<file path="config.mk">
export PLATFORM = sky130hd
export DESIGN_NAME = apb_op_ctrl
export DESIGN_NICKNAME = d
export VERILOG_FILES = /design/src/rtl/apb_ctrl_pkg.sv /design/src/rtl/apb_timeout_cnt.sv /design/src/rtl/apb_op_ctrl.sv
export SDC_FILE = /design/constraint.sdc
export NUM_CORES = 1
export LEC_CHECK = 0
export BUFFER_PORTS_ARGS = -buffer_cell sky130_fd_sc_hd__buf_2
export CORE_ASPECT_RATIO = 0.5
export CORE_UTILIZATION = 52
export CTS_BUF_LIST = sky130_fd_sc_hd__clkbuf_8
export DETAILED_ROUTE_END_ITERATION = 16
export PLACE_DENSITY_LB_ADDON = 0.25
export SYNTH_ARGS = -nofsm -noshare
export SYNTH_HDL_FRONTEND = slang
export SYNTH_SLANG_ARGS = --single-unit
</file>
<file path="constraint.sdc">
create_clock -name clk -period 3 [get_ports clk]
set_clock_uncertainty 0.05 [all_clocks]
set_input_delay 0 -clock clk [delete_from_list [all_inputs] [get_ports clk]]
set_output_delay 0 -clock clk [all_outputs]
set_load 0.005 [all_outputs]
</file>
<file path="src/rtl/apb_ctrl_pkg.sv">
// Shared types and constants for the APB op sequencer: FSM state enum, default widths, ALU opcodes.
package apb_ctrl_pkg;

  localparam int ADDR_W_DEF = 8;
  localparam int DATA_W_DEF = 8;

  // Opcodes that decode maps onto apb_op with apb_wr = 0 / 1.
  localparam logic [2:0] ALU_OP_LW = 3'b101;
  localparam logic [2:0] ALU_OP_SW = 3'b110;

  typedef enum logic [1:0] {
    IDLE   = 2'd0,
    SETUP  = 2'd1,
    ACCESS = 2'd2,
    DONE   = 2'd3
  } apb_state_t;

endpackage

</file>
<file path="src/rtl/apb_timeout_cnt.sv">
// ACCESS wait counter: cleared on entry, counts pready=0 cycles, flags the cycle that hits LIMIT waits.
module apb_timeout_cnt #(
  parameter int unsigned LIMIT = 16
) (
  input  logic clk,
  input  logic rst,
  input  logic clr,
  input  logic inc,
  output logic expired
);

  logic [7:0] cnt;

  always_ff @(posedge clk or posedge rst) begin
    if (rst) begin
      cnt <= '0;
    end else if (clr) begin
      cnt <= '0;
    end else if (inc) begin
      cnt <= cnt + 8'd1;
    end
  end

  // The wait cycle that would bring the count to LIMIT ends the transfer.
  assign expired = inc && (cnt == 8'(LIMIT - 1));

endmodule

</file>
<file path="src/rtl/apb_op_ctrl.sv">
// Sequences one APB3 transfer per apb_op instruction, stalling the pipeline until it retires.
// Optional ACCESS timeout under `APB_TIMEOUT_EN; min latency 3 cycles, done on the 4th.
import apb_ctrl_pkg::*;

module apb_op_ctrl #(
  parameter int ADDR_W         = ADDR_W_DEF,
  parameter int DATA_W         = DATA_W_DEF,
  parameter int TIMEOUT_CYCLES = 16
) (
  input  logic              clk,
  input  logic              rst,
  input  logic              apb_op,
  input  logic              apb_wr,
  input  logic [ADDR_W-1:0] ra,
  input  logic [ADDR_W-1:0] rb_or_imm,
  input  logic [DATA_W-1:0] st_data,
  output logic              stall,
  output logic              done,
  output logic [DATA_W-1:0] rdata_out,
  output logic              err,
  output logic [ADDR_W-1:0] paddr,
  output logic              psel,
  output logic              penable,
  output logic              pwrite,
  output logic [DATA_W-1:0] pwdata,
  input  logic [DATA_W-1:0] prdata,
  input  logic              pready,
  input  logic              pslverr
);

  apb_state_t state, state_nxt;
  logic       timeout;

`ifdef APB_TIMEOUT_EN
  apb_timeout_cnt #(
    .LIMIT (TIMEOUT_CYCLES)
  ) u_timeout (
    .clk     (clk),
    .rst     (rst),
    .clr     (state == SETUP),
    .inc     ((state == ACCESS) && !pready),
    .expired (timeout)
  );
`else
  logic [7:0] unused_timeout_cycles;
  assign unused_timeout_cycles = 8'(TIMEOUT_CYCLES);
  assign timeout = 1'b0;
`endif

  always_ff @(posedge clk or posedge rst) begin
    if (rst) begin
      state <= IDLE;
    end else begin
      state <= state_nxt;
    end
  end

  always_comb begin
    state_nxt = state;
    psel      = 1'b0;
    penable   = 1'b0;
    done      = 1'b0;
    case (state)
      IDLE: begin
        if (apb_op) state_nxt = SETUP;
      end
      SETUP: begin
        psel      = 1'b1;
        state_nxt = ACCESS;
      end
      ACCESS: begin
        psel    = 1'b1;
        penable = 1'b1;
        if (pready || timeout) state_nxt = DONE;
      end
      DONE: begin
        done      = 1'b1;
        state_nxt = IDLE;
      end
      default: state_nxt = IDLE;
    endcase
  end

  // Holding stall low only in DONE lets the instruction retire exactly once.
  assign stall = apb_op && (state != DONE);

  always_ff @(posedge clk or posedge rst) begin
    if (rst) begin
      paddr     <= '0;
      pwrite    <= 1'b0;
      pwdata    <= '0;
      rdata_out <= '0;
      err       <= 1'b0;
    end else begin
      if ((state == IDLE) && apb_op) begin
        paddr  <= ra + rb_or_imm;
        pwrite <= apb_wr;
        pwdata <= apb_wr ? st_data : '0;
      end
      // pready wins over a timeout landing in the same cycle.
      if ((state == ACCESS) && pready) begin
        if (!pwrite) rdata_out <= prdata;
        err <= pslverr;
      end else if ((state == ACCESS) && timeout) begin
        err <= 1'b1;
      end else if (state == DONE) begin
        err <= 1'b0;
      end
    end
  end

endmodule

</file>
### Word-level counts from Yosys, hierarchy flattened

Cells that the tools add are included.

* bits in registers: 28
* bits of input ports: 38
* output and inout bits: 30
* word-level logic and storage cells: 31

* add/sub/neg operators: 1
* equal/unequal tests: 6
* muxes and demuxes: 9
* bitwise gates (word level): 1
* reductions and logical operators: 8

Operators by type and width (number)
* $add A8 B8 Y8: 1
* $mux W8: 1
* $pmux W2 S4: 1
* $ne A2 B2 Y1 const B: 3
* $mux W1: 5
* $eq A2 B2 Y1 const B: 2
* $mux W2: 2
* $reduce_and A2 Y1: 2
* $logic_and A1 B1 Y1: 3
* $eq A2 B1 Y1 const B: 1
* $logic_not A2 Y1: 1
* $reduce_bool A2 Y1: 1
* $reduce_or A2 Y1: 1
* $not A1 Y1: 1

### Depth between registers and ports, before layout

Gate-level depths: netlist of run 1.

* depth in word-level cells: 3
* mapped depth: 7
* gate-level depth less buffers: 7

### Worst setup path before layout of run 1

Ideal clock, no wire load.

* kind: flip-flop to flip-flop
* start point: register state[0]
* end point: register rdata_out[0]
* library setup time: 125 ps
* arrival: 1455 ps
* path slack: 1370 ps
* cell stages (with the launch flop): 7
* buffers on the path: 1
* clock period less this slack: 1630 ps
* cell sequence: dfrtp_1 > inv_1 > ha_1 > nand2_1 > or2_2 > buf_2 > mux2_2

* longest elaborated chain between the ends: 3

Ends and longest elaborated chain
* start: declaration: line apb_op_ctrl.sv:31 `apb_state_t state, state_nxt;`
* start signal: assignment: line apb_op_ctrl.sv:54 `state <= state_nxt;`
* $eq A2 B2 Y1: line apb_op_ctrl.sv:101 `if ((state == ACCESS) && pready) begin`
* $logic_and A1 B1 Y1: line apb_op_ctrl.sv:101
* $reduce_and A2 Y1 (no line)
* end signal: assignment: line apb_op_ctrl.sv:102 `if (!pwrite) rdata_out <= prdata;`
* end: declaration: line apb_op_ctrl.sv:19 `output logic [DATA_W-1:0] rdata_out,`

No other way between the ends.
A chain may end at the register's enable or synchronous reset.

### Worst setup path after layout of run 1

* start point: register state[0]
* end point: register paddr[5]

* longest elaborated chain between the ends: 2

Ends and longest elaborated chain
* $logic_not A2 Y1: line apb_op_ctrl.sv:95 `if ((state == IDLE) && apb_op) begin`
* $logic_and A1 B1 Y1: line apb_op_ctrl.sv:95
* end signal: assignment: line apb_op_ctrl.sv:96 `paddr <= ra + rb_or_imm;`
* end: declaration: line apb_op_ctrl.sv:21 `output logic [ADDR_W-1:0] paddr,`

No other way between the ends.

==> impl_metrics.tcl, run 1 <==
set metrics [dict create \
    outcome "complete, no violations" \
    placedCellCount 246 \
    drtAntennaViolNets 0 \
    worstRegToRegCells 5 \
    fin_area_um2 2210 \
    worstSetupPathType "flip-flop to flip-flop" \
    hold_path_depth 4 \
    reg2reg_from "state[0]" \
    final_cell_mix "buf_2 (67), dfrtp_1 (28), dlygate4sd3_1 (26)" \
    grt_pass1_vias 1294 \
    drc 0 \
    min_to "err" \
    period_needed_ns 1.98 \
    crit_chain "inv_1, ha_1, nand2_2, or4b_2, nand3_1" \
    cts_tree "built" \
    yosys.area_share.simple_pct 17.2 \
    worst_pin_slew_ns 1.04 \
    drive_gt1_share_pct 35.6 \
    power_leakage_nw 1.12 \
    insertion_delay_ns 0.27 \
    setup_violations 0 \
    yosys-mux-area-fraction_pct 8.04 \
    synth_xor_area_share_pct 1.72 \
    cp_data_required_time_ns 3.17 \
    insertedDiodeCount 0 \
    nFillCells 153 \
    slew_violations 0 \
    syn_area_per_cell_um2 10.4 \
    start_util_pct 56.8 \
    num_vias 1421 \
    hp-start "pready" \
    grt_pass1_wl_mm 5.88 \
    clk_pin_slew_ns 0.10 \
    critPathMaxStageDelay_ns 0.72 \
    netlist.top_cell.by_area "dfrtp_1" \
    grt_usage_pct 25.7 \
    dpl.hpwl_mm 2.52 \
    finalSetupTns_ns 0 \
    nets 290 \
    cp-end-kind "flip-flop" \
    syn-cell-area_um2 1530 \
    grt_start_max_net_pins 38 \
    area_growth_pct 44.8 \
    worst-path-buf-inv 1 \
    syn_inst 147 \
    root_buffer "clkbuf_8" \
    synth.net_count 197 \
    start_kind "flip-flop" \
    clock_path_buffers 2 \
    hold_viol_final 0 \
    synth_compound_gate_area_share_pct 13.0 \
    crit_fanout 37 \
    totalPowerFinal_w 0.00166 \
    fp-row-count 13 \
    routed_via_density 5.15 \
    min_path_type "primary input to flip-flop" \
    cts_made_buffers 3 \
    cp.arrival_ns 2.15 \
    cap_violations 0 \
    core_area_um2 2680 \
    vdd_drop_max_mv 0.426 \
    io_buffer_count 67 \
    synth.top_cell.area_share_pct 45.9 \
    ys_seq_area_share_pct 45.9 \
    regArea_um2 701 \
    avgRoutedWirePerCell_um 13.7 \
    final_common_cell "buf_2" \
    h-tree-depth 1 \
    synth_top_family_by_area "simple AND/OR/NAND/NOR gates" \
    reg2reg_slack_ns 1.02 \
    fmax_mhz 506 \
    place.gp.congestion 0.750 \
    fin_crit_sh_pct 65.9 \
    first_pass_iters 4 \
    synth_adder_area_share_pct 10.3 \
    overflow 0 \
    yosysWarnings 0 \
    rsz0062_at_grt "no" \
    synth_cell_type_count 40 \
    crit_family "simple AND/OR/NAND/NOR gates" \
    drt_iter0_markers 81 \
    stdcell_count 276 \
    slowest_stage "or4b_2" \
    die_w_um 78.6 \
    cts_sinks 28 \
    ys_ff_latch 28 \
    die-area_um2 3170 \
    ios 68 \
    grt_antenna_before_repair 0 \
    placed_area_um2 1880 \
    fp.dieH_um 40.3 \
    multi_input_area_um2 768 \
    r2r-end "paddr[5]" \
    drt-total-wl_mm 3.77 \
    max_slew_margin_pct 30.8 \
    yosys-top-cells-area "dfrtp_1 (46%), ha_1 (9.0%), mux2_2 (7.4%)" \
    p_per_area_nw_per_um2 751 \
]
-- power breakdown --
| group | leakage (nW) | total, W | internal, W | switching, W |
|---|---|---|---|---|
| registers | 0.348 | 0.000658 | 0.000561 | 0.0000966 |
| clock network | 0.0357 | 0.000296 | 0.000179 | 0.000117 |
| logic | 0.738 | 0.000705 | 0.000366 | 0.000339 |
-- cells in the mapped netlist, drive strengths merged --
| cell type | instances |
|---|---|
| nand2 | 24 |
| nand3b | 1 |
| xnor2 | 1 |
| or2b | 1 |
| xor2 | 2 |
| mux2 | 10 |
| a311oi | 1 |
| nor4 | 1 |
| nand2b | 1 |
| o21ai | 14 |
| o211ai | 1 |
| inv | 7 |
| dfrtp | 28 |
| and2 | 2 |
| a21oi | 5 |
| or4b | 1 |
| a211oi | 2 |
| fa | 1 |
| a211o | 2 |
| o31a | 1 |
| nor3 | 1 |
| and4b | 1 |
| mux2i | 1 |
| clkbuf | 3 |
| nor3b | 5 |
| o21a | 2 |
| or4 | 1 |
| a31oi | 1 |
| nor2b | 3 |
| ha | 11 |
| nor2 | 2 |
| buf | 2 |
| a21o | 2 |
| nand3 | 4 |
| or2 | 1 |
| o32a | 1 |
-- registers in the layout, indices dropped and copies added, names as in the netlist --
| signal | flops |
|---|---|
| state | 2 |
| pwdata | 8 |
| err | 1 |
| pwrite | 1 |
| rdata_out | 8 |
| paddr | 8 |
-- worst max path at each step --
stage               cells after the start      from            to  slack [ns]
finish                                  5  state[0]      paddr[5]        1.02
global route                            5  state[0]      paddr[5]        0.83
CTS                                     5  state[0]      paddr[5]        1.02
detailed placement                      5  state[0]      paddr[5]        1.04
global placement                        5  state[0]      paddr[5]        1.10
floorplan                               6  state[0]  rdata_out[0]        1.37
-- layout make-up --
type | count | share of cell area, %
Clock inverter | 1 | 1.36
Multi-Input combinational cell | 107 | 34.8
Sequential cell | 28 | 31.7
Clock buffer | 3 | 1.87
Inverter | 7 | 1.19
Tap cell | 37 | 2.10
Timing Repair Buffer | 93 | 27.0
-- per-stage QoR --
step	hold slack (ns)	utilization, %	setup slack [ns]
final	0.00973	82.3	1.02
after CTS	0.000289	82.3	1.02
after floorplan	0.0154	-	1.37
after global routing	0.0211	82.3	0.827
after detailed placement	0.192	69.9	1.04
after global placement	0.179	69.9	1.10
-- cells by family after synthesis --
family	Yosys count
adders and majority gates	12
xor gates and xnor gates	3
muxes	11
and+or+nand+nor	49
buffers and inverters	12
DFF	28
AOI/OAI and AO/OA	32
-- per-layer routing --
layer	wire length, um	global-route usage, %	vias up
li1	-	-	699
met1	1630	30.9	663
met2	1900	48.7	55
met3	216	6.14	4
met4	29	6.48	0
met5	0	0	-
-- worst reg2reg max path: cells and delay by family, from the launching register on --
family                     cells  cell delay, ns
adders and majority gates      1            0.19
buffers and inverters          1            0.11
DFF                            1            0.41
and+or+nand+nor                3            1.17
-- what timing repair did --
| action | in CTS | in global routing |
|---|---|---|
| endpoints found under the setup margin | 0 | 0 |
| gates resized for setup | 0 | 0 |
| hold buffers | 26 | 0 |
| hold endpoints to repair | 45 | 0 |
| buffers inserted | 0 | 0 |
No activity file was read; power rests on OpenSTA's default activity.
==> run 2: changes to the inputs <==
Settings changed: CORE_UTILIZATION 52 to 48.
Clock period 3 ns to 1.87 ns, I/O delays scaled along.
==> run 2 against run 1 <==
  * Wire length shrank 5.7%
  * Combinational power grew 60%
  * Sequential cell count is the same
  * Core utilization shrank 9.1 points
  * Largest power group unchanged
  * Largest cell class unchanged
  * Sequential share of layout area grew 0.054 points
  * Power grew 60%
  * Highest routed layer unchanged
  * Design area shrank 0.17%
==> impl_metrics.tcl, run 2 (synthesized netlist as in run 1, its figures left out) <==
set metrics [dict create \
    outcome "complete, no violations" \
    fin_crit_sh_pct 92.0 \
    io_buffer_count 67 \
    drt_iter0_markers 41 \
    drt-total-wl_mm 3.56 \
    top_regs "paddr: 8 flops, pwdata: 8 flops, rdata_out: 8 flops" \
    clock_path_buffers 2 \
    grt_pass1_vias 1315 \
    die-area_um2 3420 \
    start_kind "flip-flop" \
    grt_pass1_wl_mm 5.51 \
    core_area_um2 3010 \
    clk_pin_slew_ns 0.10 \
    cts_tree "built" \
    final_common_cell "buf_2" \
    slew_violations 0 \
    fin_util_pct 73.2 \
    reg2reg_from "state[0]" \
    fmax_mhz 582 \
    r2r-end "rdata_out[1]" \
    die_w_um 81.7 \
    ctsResizeCount 0 \
    min_path_type "primary input to flip-flop" \
    worstRegToRegCells 5 \
    rsz0062_at_grt "no" \
    cts_made_buffers 3 \
    cp-end-kind "flip-flop" \
    slowest_stage "dfrtp_1" \
    power_leakage_nw 1.13 \
    worstSetupPathType "flip-flop to flip-flop" \
    avgRoutedWirePerCell_um 12.8 \
    num_vias 1441 \
    ios 68 \
    hold_path_depth 3 \
    first_pass_iters 6 \
    place.gp.congestion 0.852 \
    h-tree-depth 1 \
    grt_antenna_before_repair 0 \
    cap_violations 0 \
    cp.arrival_ns 1.84 \
    period_needed_ns 1.72 \
    placed_area_um2 1900 \
    hold_viol_final 0 \
    routed_via_density 5.16 \
    setup_violations 0 \
    area_growth_pct 44.5 \
    root_buffer "clkbuf_8" \
    min_to "pwdata[0]" \
    finalSetupTns_ns 0 \
    reg2reg_slack_ns 0.15 \
    max_slew_margin_pct 76.1 \
    drtAntennaViolNets 0 \
    fp-row-count 14 \
    drc 0 \
    dpl.hpwl_mm 2.45 \
    insertion_delay_ns 0.27 \
    crit_fanout 8 \
    totalPowerFinal_w 0.00265 \
    cts_sinks 28 \
    nets 290 \
    worst_pin_slew_ns 0.359 \
    final_cell_mix "buf_2 (67), dfrtp_1 (28), nand2_1 (23), dlygate4sd3_1 (23), o21ai_0 (14)" \
    vdd_drop_max_mv 0.694 \
    fin_area_um2 2200 \
    overflow 0 \
    fp.dieH_um 41.9 \
    start_util_pct 50.6 \
    critPathMaxStageDelay_ns 0.41 \
    crit_chain "inv_1, ha_1, nand2_1, or2_2, mux2_2" \
    cp_data_required_time_ns 1.99 \
    insertedDiodeCount 0 \
    drive_gt1_share_pct 36.8 \
    grt_usage_pct 21.4 \
    hp-start "apb_wr" \
    p_per_area_nw_per_um2 1200 \
    grt_start_max_net_pins 29 \
]
## run 2: repair_timing
action	CTS	global route
buffers inserted	0	0
hold buffers	23	0
endpoints found under the hold margin	45	0
setup endpoints to repair	0	0
## run 2: per-stage QoR
stage	cells	hold WS, ns	worst slack [ns]
after floorplan	147	0.0154	0.240
after global placement	252	0.0319	0.208
after detailed placement	252	0.0380	0.168
after CTS	279	0.000907	0.150
after global routing	279	0.0202	0.0545
final	279	0.00466	0.150
## run 2: layout make-up
class / instances / area [um2]
inverter: 7 / 26.3
clock inverter: 1 / 30.0
fill: 239 / 808
clock buffer: 3 / 41.3
tap: 40 / 50.0
multi-input combinational: 107 / 768
timing repair buffer: 93 / 588
sequential: 28 / 701
## run 2: worst max-delay path, delay by kind of cell (launching register included)
| kind | cells | cell delay [ns] |
|---|---|---|
| buffers and inverters | 1 | 0.11 |
| muxes | 1 | 0.30 |
| DFF | 1 | 0.41 |
| adders and majority gates | 1 | 0.26 |
| and+or+nand+nor | 2 | 0.48 |
## run 2: how the worst max path moves through the flow
stage,from,endpoint
4_1_cts,state[0],rdata_out[1]
2_1_floorplan,state[0],rdata_out[0]
5_1_grt,state[0],paddr[7]
3_3_place_gp,state[0],paddr[5]
6_report,state[0],rdata_out[1]
3_5_place_dp,state[0],rdata_out[1]
## run 2: per-layer routing
| layer | share of wire, % | vias to the layer above | GRT usage [%] | wire (um) |
|---|---|---|---|---|
| li1 | - | 700 | - | - |
| met1 | 43 | 698 | 25.6 | 1530 |
| met2 | 51 | 39 | 38.3 | 1820 |
| met3 | 4.7 | 4 | 6.15 | 166 |
| met4 | 1.0 | 0 | 4.21 | 36 |
| met5 | 0 | - | 0 | 0 |
## run 2: where the power goes
group,switching [W],internal [W]
combinational,0.000528,0.000599
clock,0.000191,0.000287
sequential,0.000149,0.000900
==> run 3: changes to the inputs <==
--- a/config.mk
+++ b/config.mk
@@ -12,4 +12,5 @@
 export DETAILED_ROUTE_END_ITERATION = 16
 export PLACE_DENSITY_LB_ADDON = 0.25
+export RECOVER_POWER = 50
 export SYNTH_ARGS = -nofsm -noshare
 export SYNTH_HDL_FRONTEND = slang
==> constraint.sdc (replaced) <==
create_clock -name clk -period 1.87 [get_ports clk]
set_clock_uncertainty 0.05 [all_clocks]
set_input_delay 0.187 -clock clk [delete_from_list [all_inputs] [get_ports clk]]
set_output_delay 0.187 -clock clk [all_outputs]
set_load 0.005 [all_outputs]
==> run 3 against run 2 <==
  * Combinational power fell by 7%
  * Largest cell class unchanged
  * Sequential cell count did not move
  * Wire length fell by 17%
  * Design area fell by 10%
  * Critical endpoint is now paddr[5]
  * Largest power group is now sequential cells
  * Power fell by 3.4%
  * Maximum frequency rose by 2.3%
  * Global-route usage fell by 2.4 points
  * Clock-buffer cell count did not move
  * Hold slack improved by 0.086 ns
==> impl_metrics.tcl, run 3 (synthesized netlist as in run 1, its figures left out) <==
set metrics [dict create \
    drt_iter0_markers 46 \
    period_needed_ns 1.68 \
    clk_pin_slew_ns 0.09 \
    rsz0062_at_grt "no" \
    insertion_delay_ns 0.27 \
    switching_power_w 0.000824 \
    cts_hold_buffers 1 \
    overflow 0 \
    reg2reg_from "state[0]" \
    cts_setup_buffers 0 \
    grt_pass1_wl_mm 4.93 \
    final_cell_mix "buf_2 (63), dfrtp_1 (28), nand2_1 (23)" \
    switching_share_pct 32.1 \
    slew_violations 0 \
    start_util_pct 50.6 \
    cp-end-kind "flip-flop" \
    cp_data_required_time_ns 2.04 \
    num_vias 1277 \
    p_int_w 0.00174 \
    power_frac_seq_pct 40.8 \
    cts_sinks 28 \
    h-tree-depth 1 \
    die-area_um2 3420 \
    worst_pin_slew_ns 0.684 \
    cp.arrival_ns 1.85 \
    hold_viol_final 0 \
    final_common_cell "buf_2" \
    routed_via_density 4.97 \
    drtAntennaViolNets 0 \
    top_regs "paddr: 8 flops, pwdata: 8 flops, rdata_out: 8 flops" \
    place.gp.congestion 0.851 \
    cts_tree "built" \
    crit_fanout 10 \
    vdd_drop_max_mv 0.628 \
    cts_made_buffers 3 \
    avgRoutedWirePerCell_um 11.5 \
    nets 268 \
    p_comb_share_pct 40.9 \
    grt_antenna_before_repair 0 \
    drc 0 \
    finalSetupTns_ns 0 \
    grt_pass1_vias 1192 \
    core_area_um2 3010 \
    cap_violations 0 \
    first_pass_iters 4 \
    io_buffer_count 67 \
    insertedDiodeCount 0 \
    placed_area_um2 1900 \
    drt-total-wl_mm 2.96 \
    grt_start_max_net_pins 29 \
    root_buffer "clkbuf_8" \
    ios 68 \
    ctsResizeCount 0 \
    min_path_type "primary input to flip-flop" \
    start_kind "flip-flop" \
    worstSetupPathType "flip-flop to flip-flop" \
    power_leakage_nw 1.03 \
    drive_gt1_share_pct 38.7 \
    hp-start "pslverr" \
    fin_crit_sh_pct 89.9 \
    max_slew_margin_pct 54.4 \
    power.clock.fraction_pct 18.3 \
    whs_ns 0.0906 \
    setup_violations 0 \
    area_growth_pct 29.6 \
    outcome "complete, no violations" \
    fp-row-count 14 \
    fp.dieH_um 41.9 \
    p_per_area_nw_per_um2 1300 \
    fin_area_um2 1980 \
    dpl.hpwl_mm 2.37 \
    totalPowerFinal_w 0.00256 \
    die_w_um 81.7 \
    crit_start "state[0]" \
    grt_usage_pct 19.0 \
    fmax_mhz 595 \
    clock_path_buffers 2 \
]
==> run 3: final timing paths <==
check | endpoint | slack [ns] | cells after the start
min in group asynchronous | pwdata[3] | 0.59 | 4
setup / recovery | paddr[5] | 0.19 | 5
max in group asynchronous | pwdata[5] | 0.75 | 4
hold / removal | err | 0.09 | 3
hold reg to reg | pwdata[2] | 0.43 | 2
setup reg to reg | paddr[5] | 0.19 | 5
==> run 3: per-stage QoR <==
stage	worst slack, ns	utilization, %	cells
after global routing	0.0638	65.6	257
after floorplan	0.236	-	147
after CTS	0.178	65.9	257
after detailed placement	0.0481	63.2	252
final	0.189	65.6	257
after global placement	0.0895	63.2	252
==> run 3: cell type report <==
cell class / instances / area (um2)
inverters: 7 / 26.3
fillers: 272 / 1040
clock buffers: 3 / 41.3
clock inverters: 1 / 30.0
well taps: 40 / 50.0
multi-input cells: 107 / 768
flip-flops and latches: 28 / 701
repair buffers: 71 / 360
==> run 3: metal layers <==
| layer | global-route usage, % | part of all wire, % | vias up |
|---|---|---|---|
| met1 | 21.9 | 44 | 591 |
| met2 | 34.9 | 51 | 32 |
| li1 | - | - | 652 |
| met5 | 0 | 0 | - |
| met4 | 4.21 | 0.61 | 0 |
| met3 | 5.27 | 5.1 | 2 |
==> run 3: power groups by stage <==
stage / clock (W) / combinational (W) / sequential [W]
2_1_floorplan: 0 / 0.000598 / 0.00108
3_3_place_gp: 0 / 0.00104 / 0.00105
3_5_place_dp: 0 / 0.00108 / 0.00106
4_1_cts: 0.000485 / 0.00108 / 0.00105
5_1_grt: 0.000505 / 0.00120 / 0.00109
6_report: 0.000470 / 0.00105 / 0.00105
==> run 3: critical path, cell delays in order, from the launching register on <==
cell and delay (ns):
dfrtp_1 0.41, inv_1 0.11, ha_1 0.20, nand2_2 0.13
or4b_2 0.63, nand3_1 0.10
